**config.mk**
```make
export PLATFORM = sky130hd
export DESIGN_NAME = fifo_sync
export DESIGN_NICKNAME = d
export VERILOG_FILES = /design/src/rtl/fifo_pkg.sv /design/src/rtl/fifo_sync_ram.sv /design/src/rtl/fifo_sync.sv
export SDC_FILE = /design/constraint.sdc
export NUM_CORES = 1
export LEC_CHECK = 0
export CAP_MARGIN = 5
export CORE_ASPECT_RATIO = 1.75
export CORE_UTILIZATION = 46
export CTS_CLUSTER_SIZE = 28
export DETAILED_ROUTE_END_ITERATION = 8
export DONT_BUFFER_PORTS = 1
export PLACE_DENSITY = 0.7
export SYNTH_ARGS = -nofsm -noshare
export SYNTH_HDL_FRONTEND = slang
export SYNTH_HIERARCHICAL = 1
export SYNTH_SLANG_ARGS = --single-unit
```
**constraint.sdc**
```tcl
create_clock -name clk -period 7.85 [get_ports clk]
set_input_delay 0.785 -clock clk [delete_from_list [all_inputs] [get_ports clk]]
set_output_delay 0.785 -clock clk [all_outputs]
set_load 0.1 [all_outputs]
```
**src/rtl/fifo_pkg.sv**
```systemverilog
// Shared FIFO types and sizing helpers for the single- and dual-clock FIFOs.
package fifo_pkg;

  typedef enum logic {
    FIFO_STD  = 1'b0,
    FIFO_FWFT = 1'b1
  } fifo_mode_e;

  typedef enum logic {
    OUT_EMPTY = 1'b0,
    OUT_VALID = 1'b1
  } out_state_e;

  // Number of words addressed by a log2-sized memory.
  function automatic int unsigned depth_of(input int unsigned log2_depth);
    return 32'd1 << log2_depth;
  endfunction

  // Bits needed to hold values 0..value-1 (minimum 1).
  function automatic int unsigned clog2_of(input int unsigned value);
    int unsigned bits;
    bits = 1;
    while ((32'd1 << bits) < value) begin
      bits = bits + 1;
    end
    return bits;
  endfunction

endpackage

```
**src/rtl/fifo_sync_ram.sv**
```systemverilog
// Simple dual-port RAM: synchronous write, registered read with read enable.
module fifo_sync_ram
  import fifo_pkg::*;
#(
  parameter int unsigned WIDTH_DATA = 32,
  parameter int unsigned MEM_SIZE   = 4
) (
  input  logic                  clk,
  input  logic                  rst,
  input  logic                  we,
  input  logic [MEM_SIZE-1:0]   waddr,
  input  logic [WIDTH_DATA-1:0] wdata,
  input  logic                  re,
  input  logic [MEM_SIZE-1:0]   raddr,
  output logic [WIDTH_DATA-1:0] rdata
);

  localparam int unsigned DEPTH = depth_of(MEM_SIZE);

  logic [WIDTH_DATA-1:0] mem [DEPTH];

  // Storage array write port.
  always_ff @(posedge clk) begin
    if (we) begin
      mem[waddr] <= wdata;
    end
  end

  // Registered read port; only reset clears it, so it holds across flush.
  always_ff @(posedge clk) begin
    if (rst) begin
      rdata <= '0;
    end else if (re) begin
      rdata <= mem[raddr];
    end
  end

endmodule

```
**src/rtl/fifo_sync.sv**
```systemverilog
// Single-clock FIFO with standard or first-word-fall-through read, fill level,
// almost thresholds, synchronous flush and sticky overflow/underflow.
module fifo_sync
  import fifo_pkg::*;
#(
  parameter int unsigned WIDTH_DATA = 32,
  parameter int unsigned MEM_SIZE   = 4,
  parameter bit          FWFT       = 1'b0,
  parameter int unsigned AFULL_LVL  = depth_of(MEM_SIZE) - 1,
  parameter int unsigned AEMPTY_LVL = 1
) (
  input  logic                  clk,
  input  logic                  rst,
  input  logic                  flush,
  input  logic                  we,
  input  logic [WIDTH_DATA-1:0] wdata,
  input  logic                  re,
  output logic [WIDTH_DATA-1:0] rdata,
  output logic                  full,
  output logic                  empty,
  output logic                  almost_full,
  output logic                  almost_empty,
  output logic [MEM_SIZE:0]     level,
  output logic                  overflow,
  output logic                  underflow
);

  localparam int unsigned DEPTH = depth_of(MEM_SIZE);
  localparam int unsigned PTR_W = MEM_SIZE + 1;
  localparam fifo_mode_e  MODE  = FWFT ? FIFO_FWFT : FIFO_STD;

  logic [PTR_W-1:0] wr_ptr;
  logic [PTR_W-1:0] rd_ptr;
  logic [PTR_W-1:0] level_n;
  out_state_e       out_state;
  out_state_e       out_state_n;
  logic             ctl_en;
  logic             ram_has_word;
  logic             wr_acc;
  logic             rd_acc;
  logic             ram_re;
  logic             empty_n;

  // Contents of the RAM alone (excludes the FWFT output stage).
  assign ram_has_word = (wr_ptr != rd_ptr);
  // Flush and reset both block any transfer in their cycle.
  assign ctl_en = !rst && !flush;

  // Accept decisions, RAM read issue, output-stage next state and next level.
  always_comb begin
    wr_acc      = 1'b0;
    rd_acc      = 1'b0;
    ram_re      = 1'b0;
    out_state_n = out_state;
    level_n     = level;

    wr_acc = ctl_en && we && !full;
    rd_acc = ctl_en && re && !empty;

    if (MODE == FIFO_FWFT) begin
      case (out_state)
        OUT_EMPTY: begin
          if (ctl_en && ram_has_word) begin
            ram_re      = 1'b1;
            out_state_n = OUT_VALID;
          end
        end
        OUT_VALID: begin
          if (rd_acc) begin
            if (ram_has_word) begin
              ram_re = 1'b1;
            end else begin
              out_state_n = OUT_EMPTY;
            end
          end
        end
        default: out_state_n = OUT_EMPTY;
      endcase
    end else begin
      ram_re = rd_acc;
    end

    if (wr_acc && !rd_acc) begin
      level_n = level + PTR_W'(1);
    end else if (rd_acc && !wr_acc) begin
      level_n = level - PTR_W'(1);
    end

    if (flush) begin
      out_state_n = OUT_EMPTY;
      level_n     = '0;
    end

    if (MODE == FIFO_FWFT) begin
      empty_n = (out_state_n == OUT_EMPTY);
    end else begin
      empty_n = (level_n == '0);
    end
  end

  // FWFT output-stage state register.
  always_ff @(posedge clk) begin
    if (rst) begin
      out_state <= OUT_EMPTY;
    end else begin
      out_state <= out_state_n;
    end
  end

  // Pointers, level and status flags, all registered from next-state values.
  always_ff @(posedge clk) begin
    if (rst) begin
      wr_ptr       <= '0;
      rd_ptr       <= '0;
      level        <= '0;
      full         <= 1'b0;
      empty        <= 1'b1;
      almost_full  <= 1'b0;
      almost_empty <= 1'b1;
      overflow     <= 1'b0;
      underflow    <= 1'b0;
    end else begin
      if (flush) begin
        wr_ptr <= '0;
        rd_ptr <= '0;
      end else begin
        wr_ptr <= wr_ptr + PTR_W'(wr_acc);
        rd_ptr <= rd_ptr + PTR_W'(ram_re);
      end
      level        <= level_n;
      full         <= (level_n == PTR_W'(DEPTH));
      empty        <= empty_n;
      almost_full  <= (level_n >= PTR_W'(AFULL_LVL));
      almost_empty <= (level_n <= PTR_W'(AEMPTY_LVL));
      if (ctl_en && we && full) begin
        overflow <= 1'b1;
      end
      if (ctl_en && re && empty) begin
        underflow <= 1'b1;
      end
    end
  end

  fifo_sync_ram #(
    .WIDTH_DATA (WIDTH_DATA),
    .MEM_SIZE   (MEM_SIZE)
  ) u_ram (
    .clk   (clk),
    .rst   (rst),
    .we    (wr_acc),
    .waddr (wr_ptr[MEM_SIZE-1:0]),
    .wdata (wdata),
    .re    (ram_re),
    .raddr (rd_ptr[MEM_SIZE-1:0]),
    .rdata (rdata)
  );

endmodule

```
==> results of run 1 <==
==> critical path, cell delays in order (launching register included) <==
cell and delay, ps:
dfxtp_1 690, nor4b_4 750, or3b_2 630, nor2_4 930
==> layer usage <==
metal | global-route usage [%] | up-vias
met5 | 0 | -
met2 | 35.50 | 334
met3 | 2.833 | 111
li1 | - | 5063
met4 | 8.559 | 0
met1 | 20.62 | 5620
==> layout make-up <==
class | count | area, um2 | share of cell area (%)
sequential | 563 | 16400 | 68.22
multi-input combinational | 676 | 5040 | 20.96
clock buffer | 59 | 1294 | 5.382
tap | 588 | 735.7 | 3.060
clock inverter | 28 | 356.6 | 1.483
timing repair buffer | 21 | 195.2 | 0.8119
inverter | 5 | 18.77 | 0.07807
==> worst paths after layout <==
path,start,end,depth (start not counted)
min,rst,level[3]$_SDFF_PP0_,1
max,full$_SDFF_PP0_,u_ram/mem[3][11]$_DFFE_PP_,3
min reg2reg,u_ram/mem[8][8]$_DFFE_PP_,u_ram/rdata[8]$_SDFFE_PP0P_,4
max reg2reg,full$_SDFF_PP0_,u_ram/mem[3][11]$_DFFE_PP_,3
==> report_power, final <==
group / switching, uW / total, uW / internal (uW)
Clock: 1030 / 2470 / 1440
Combinational: 41.4 / 61.0 / 19.6
Sequential: 47.4 / 3320 / 3280
==> registers in the layout, summed over array words and instances, names as in the netlist <==
name	flops
almost_empty	1
almost_full	1
empty	1
full	1
level	5
overflow	1
rd_ptr	4
u_ram/mem	512
u_ram/rdata	32
underflow	1
wr_ptr	4
==> synth_stat cells (2+ instances only) <==
master	instances
buf_2	14
a21oi_1	55
xnor2_1	7
nand2_1	101
a31oi_1	3
buf_8	2
xor2_1	2
nand2b_1	4
inv_1	4
a21oi_2	10
nand3_1	103
a22oi_1	64
buf_6	17
nor2b_1	4
nor2_1	27
mux2i_1	256
and2_1	5
nand3b_1	3
buf_12	5
ha_1	4
edfxtp_1	512
dfxtp_1	51
clkbuf_2	2
o21ai_0	2
nor3_1	4
buf_4	10
and3_1	2
buf_1	2
clkbuf_1	16
==> logic make-up (layout without fill, tap and decap cells) <==
kind of cell,count (synthesis),count (layout)
simple gates,264,264
compound gates,141,141
flops,563,563
fa+ha+maj,4,4
xor+xnor,10,10
mux,257,257
buf+inv,73,113
==> metrics by stage <==
stage               instance area (um2)  worst slack (ps)  hold slack (ps)  utilization [%]
floorplan                         21860              3412            506.6                -
global placement                  22350              4478            559.1            47.65
detailed placement                22350              4401            584.3            47.65
CTS                               24000              4391            262.2            51.17
global route                      24040              4327            270.9            51.26
finish                            24040              4432            291.1            51.26
==> qor.yml, run 1 <==
cells_and_area:
  area.growth.synth_to_final_pct: 9.971
  drive_above_1_share_pct: 10.36
  fillCellCount: 3691
  mostFrequentLayoutCells: "edfxtp_1 (512), mux2i_1 (256), nand3_1 (103)"
  final_common_cell: "edfxtp_1"
  diodes: 0
  fin_cells: 1940
  nets: 1355
clock_tree:
  cts_sinks: 563
  clockBufferDepth: 3
  hold_buffers: 0
  postCtsSetupRepairBufs: 0
  h-tree-depth: 2
  path_clk_slew_ps: 70
  cts_tree: "yes"
  insertion_delay_ps: 560
  numCtsBuffers: 47
  ctsResizeCount: 0
  cts-root-buf: "clkbuf_16"
synth:
  yosys.area_share.simple_pct: 5.701
  yosys-top-cells-area: "edfxtp_1 (70%), mux2i_1 (12%), dfxtp_1 (4.7%)"
  synthArstFlopShare_pct: 0
  synth_top_area_share_pct: 70.33
  ys_seq_area_share_pct: 75.00
  synth_area_um2: 21860
  ys.flop_type: "edfxtp_1"
  syn_avg_cell_area_um2: 16.66
  synth-seq-cells: 563
  synth_top_family_by_area: "multiplexers"
  synth_mux_area_share_pct: 11.77
  synth_cells: 1312
  syn_nets: 1353
  synth_top_area_cell: "edfxtp_1"
  ys_warn_count: 6
  synth_compound_area_share_pct: 4.281
  ys_types: 50
  yosys.area_share.adder_pct: 0.2290
  synth_edf_count: 512
  synth-xor-area-share_pct: 0.4350
routing:
  post-route-drc-count: 0
  firstDrtPassIters: 5
  drt-total-wl_um: 45600
  topRoutingLayerUsed: "met4"
  avgViaCountPerCell: 5.736
  m1WireLength_um: 16600
  vias: 11130
  wl_met3_um: 2316
  wl_met2_um: 24980
  postRouteAntennaNets: 0
  dr.first_iter.drc_count: 746
  wl_per_cell_um: 23.51
grt:
  grt_overflow: 0
  antenna_found_initial: 0
  grt_usage_pct: 18.84
  grt_start_max_net_pins: 139
  grt_pass1_wl_um: 69060
  grt_pass1_vias: 11730
worst_setup_path:
  path_max_fanout: 32
  cp-start-kind: "flip-flop"
  critPathArrivalTime_ps: 3580
  endpoint_kind: "flip-flop"
  r2r_setup_slack_ps: 4430
  worstSetupPathType: "reg2reg"
  cp.required_ps: 8010
run:
  cap_viol_max_count: 0
pwr:
  ir_drop_mv: 0.1683
  p_per_area_nw_per_um2: 243.6
  p_leak_uw: 0.007312
  power_uw: 5855
floorplanning:
  rows: 105
  die_area_um2: 48430
  die_height_um: 290.4
  io_pins: 80
  core_area_um2: 46900
  start_util_pct: 46.61
  die_x_um: 166.8
timing:
  slew_viol_final: 0
  max_freq_ghz: 0.2926
  timing.final.crit_share_pct: 43.54
  slew_headroom_pct: 13.58
  setup_tns_ps: 0
  setup_viol: 0
  rsz0062_at_grt: "no"
  hold_violations: 0
  max_slew.worst_pin.slew_ps: 1293
  period_minus_slack_ps: 3418
  skew_ps: 16.54
worst_hold_path:
  hold_path_class: "in2reg"
placed_design:
  io_buffers: 0
  dp_hpwl_um: 25060
  globalplace.congestion: 0.7223
  placed_cells: 1851
status:
  status: "finished clean"
Note: power is estimated with default switching activity, not from simulation.
==> run 2, diff against run 1 <==
clock period = 3.35 ns   (was 7.85 ns; I/O delays follow)
==> run 2 against run 1 <==
Compared with the run above: clock power grew 120%; first-iteration DRC count grew 27%; final cell count up 3.5%; worst hold slack got worse by 250 ps; critical path type unchanged; die area unchanged; critical path depth increased by 1; cell area is 2.8% higher; largest power group unchanged; non-clock buffer count up 66; wire length is 5.7% higher; fmax grew 29%; sequential share of layout area fell by 1.9 points; largest cell class unchanged; register-to-register slack got worse by 3700 ps.
==> qor.yml, run 2 (same netlist as run 1, synthesis figures left out) <==
status:
  status: "finished clean"
grt:
  grt_pass1_wl_um: 72440  # +4.9%
  grt_overflow: 0  # unchanged
  grt_pass1_vias: 11910  # +1.5%
  grt_usage_pct: 20.03  # +1.2 points
  antenna_found_initial: 2  # +2
  grt_start_max_net_pins: 39  # -72%
pwr:
  p_clk_share_pct: 40.7  # -1.5 points
  internal-power_uw: 10860  # +130%
  switchingPower_uw: 2739  # +140%
  p_leak_uw: 0.007602  # +4.0%
  ir_drop_mv: 0.3852  # +130%
  seq_power_share_pct: 57.0  # +0.2 points
  p_per_area_nw_per_um2: 550.0  # +130%
  combPwrFrac_pct: 2.3  # +1.3 points
  swShare_pct: 20.14  # +1.0 points
cells_and_area:
  regMostFlops: "u_ram/mem"
  diodes: 0  # unchanged
  post-route-util_pct: 52.71  # +1.5 points
  largest_reg_flops: 512  # unchanged
  reg.largest.list: "u_ram/mem: 512 flops, u_ram/rdata: 32 flops, level: 5 flops"
  mostFrequentLayoutCells: "edfxtp_1 (512), mux2i_1 (256), nand3_1 (103)"
  drive_above_1_share_pct: 11.56  # +1.2 points
  nets: 1421  # +4.9%
  final_common_cell: "edfxtp_1"
  area.growth.synth_to_final_pct: 13.10
routing:
  topRoutingLayerUsed: "met5"
  avgViaCountPerCell: 5.739  # about the same
  wl_met2_um: 25960  # +3.9%
  firstDrtPassIters: 5  # unchanged
  wl_met3_um: 2302  # -0.60%
  drt-total-wl_um: 48220  # +5.7%
  dr.first_iter.drc_count: 948  # +27%
  m1WireLength_um: 18340  # +10%
  postRouteAntennaNets: 0  # unchanged
  wl_per_cell_um: 24.02  # +2.2%
  vias: 11520  # +3.5%
  post-route-drc-count: 0  # unchanged
floorplanning:
  rows: 105  # unchanged
  die_height_um: 290.4  # unchanged
  start_util_pct: 46.61  # unchanged
  core_area_um2: 46900  # unchanged
  die_x_um: 166.8  # unchanged
  die_area_um2: 48430  # unchanged
  io_pins: 80  # unchanged
timing:
  slew_viol_final: 0  # unchanged
  max_slew.worst_pin.slew_ps: 1247  # -45.90 ps
  fin_hold_ws_ps: 39.37  # -251.7 ps
  rsz0062_at_grt: "no"
  setup_viol: 0  # unchanged
  hold_violations: 0  # unchanged
  setup_tns_ps: 0  # unchanged
  period_minus_slack_ps: 2640  # -777.4 ps
  skew_ps: 12.27  # -4.270 ps
  slew_headroom_pct: 16.65  # +3.1 points
  max_freq_ghz: 0.3788  # +29%
  timing.final.crit_share_pct: 78.81  # +35 points
placed_design:
  globalplace.congestion: 0.7449  # +3.1%
  dp_hpwl_um: 28090  # +12%
  io_buffers: 0  # unchanged
worst_setup_path:
  cp-start-kind: "flip-flop"
  cp.required_ps: 3610  # -4400 ps
  critPathArrivalTime_ps: 2900  # -680 ps
  path_max_fanout: 21  # -34%
  regToRegStartpoint: "full$_SDFF_PP0_"
  reg2reg_depth: 4  # +1
  r2r_end: "u_ram/mem[1][14]$_DFFE_PP_"
  r2r_setup_slack_ps: 710  # -3720 ps
  timing.critical_path.max_delay_family: "simple AND/OR/NAND/NOR gates"
  worst_path_max_delay_cell: "nor4b_4"
  path_buf_inv: 1  # +1
  startpoint: "full$_SDFF_PP0_"
  worstSetupPathType: "reg2reg"
  endpoint_kind: "flip-flop"
  crit_chain: "nor4b_4 > or3b_2 > nor2_4 > buf_12"
  max_stage_delay_ps: 650  # -280 ps
worst_hold_path:
  hold_path_class: "in2reg"
  whs_path_depth: 2  # +1
  hold_start: "rst"
  holdPathEnd: "rd_ptr[2]$_SDFF_PP0_"
clock_tree:
  cts_sinks: 563  # unchanged
  postCtsSetupRepairBufs: 0  # unchanged
  clockBufferDepth: 3  # unchanged
  cts-root-buf: "clkbuf_16"
  h-tree-depth: 2  # unchanged
  ctsResizeCount: 0  # unchanged
  cts_tree: "yes"
  hold_buffers: 36  # +36
  path_clk_slew_ps: 70  # about the same
  insertion_delay_ps: 560  # about the same
  numCtsBuffers: 47  # unchanged
run:
  cap_viol_max_count: 0  # unchanged
## run 2: cell types whose count changed in the layout (fill, tap and decap cells not counted)
| cell | change |
|---|---|
| buf_12 | +13 |
| nor3_4 | +4 |
| bufinv_16 | -3 |
| clkbuf_16 | -1 |
| nor3_2 | -4 |
| clkinvlp_4 | -2 |
| clkinv_1 | +6 |
| buf_4 | +17 |
| clkinv_8 | +1 |
| clkbuf_1 | +1 |
| dlygate4sd3_1 | +36 |
| clkinv_2 | -2 |
| inv_6 | +1 |
## run 2: worst max path at each step
stage,to,cells after the start
finish,u_ram/mem[1][14]$_DFFE_PP_,4
global route,u_ram/mem[1][14]$_DFFE_PP_,4
CTS,u_ram/mem[1][14]$_DFFE_PP_,4
detailed placement,u_ram/mem[1][14]$_DFFE_PP_,4
global placement,u_ram/mem[1][15]$_DFFE_PP_,4
floorplan,u_ram/mem[1][0]$_DFFE_PP_,3
## run 2: per-layer routing
metal,up-vias,global-route usage [%]
li1,5204,-
met1,5877,23.10
met2,338,37.26
met3,98,2.710
met4,2,7.859
met5,-,0
## run 2: worst reg2reg max path, cell delays in order (launching register included)
cell and delay, ps:
dfxtp_1 340, nor4b_4 650, or3b_2 640, nor2_4 430, buf_12 260
## run 2: stage by stage
| stage | total power (uW) | setup slack [ps] | instance area [um2] | instances |
|---|---|---|---|---|
| 2_1_floorplan | 8041 | -235.8 | 21890 | 1312 |
| 3_3_place_gp | 8103 | 768.0 | 22800 | 1883 |
| 3_5_place_dp | 8106 | 714.0 | 22800 | 1883 |
| 4_1_cts | 13710 | 701.7 | 24720 | 2007 |
| 5_1_grt | 13980 | 627.4 | 24720 | 2007 |
| 6_report | 13600 | 709.8 | 24720 | 2007 |
## run 2: layout make-up
type,instances,area (um2)
Sequential cell,563,16400
Timing Repair Buffer,87,943.4
Clock buffer,59,1272
Inverter,5,18.77
Tap cell,588,735.7
Multi-Input combinational cell,676,5065
Clock inverter,29,289.0
Fill cell,3585,22180
## run 2: power groups by stage
stage | Clock, uW | Sequential (uW) | Combinational (uW)
after global placement | 0 | 7910 | 191
after CTS | 5640 | 7760 | 313
after detailed placement | 0 | 7910 | 193
final | 5530 | 7760 | 312
after global routing | 5890 | 7750 | 335
after floorplan | 0 | 7940 | 100
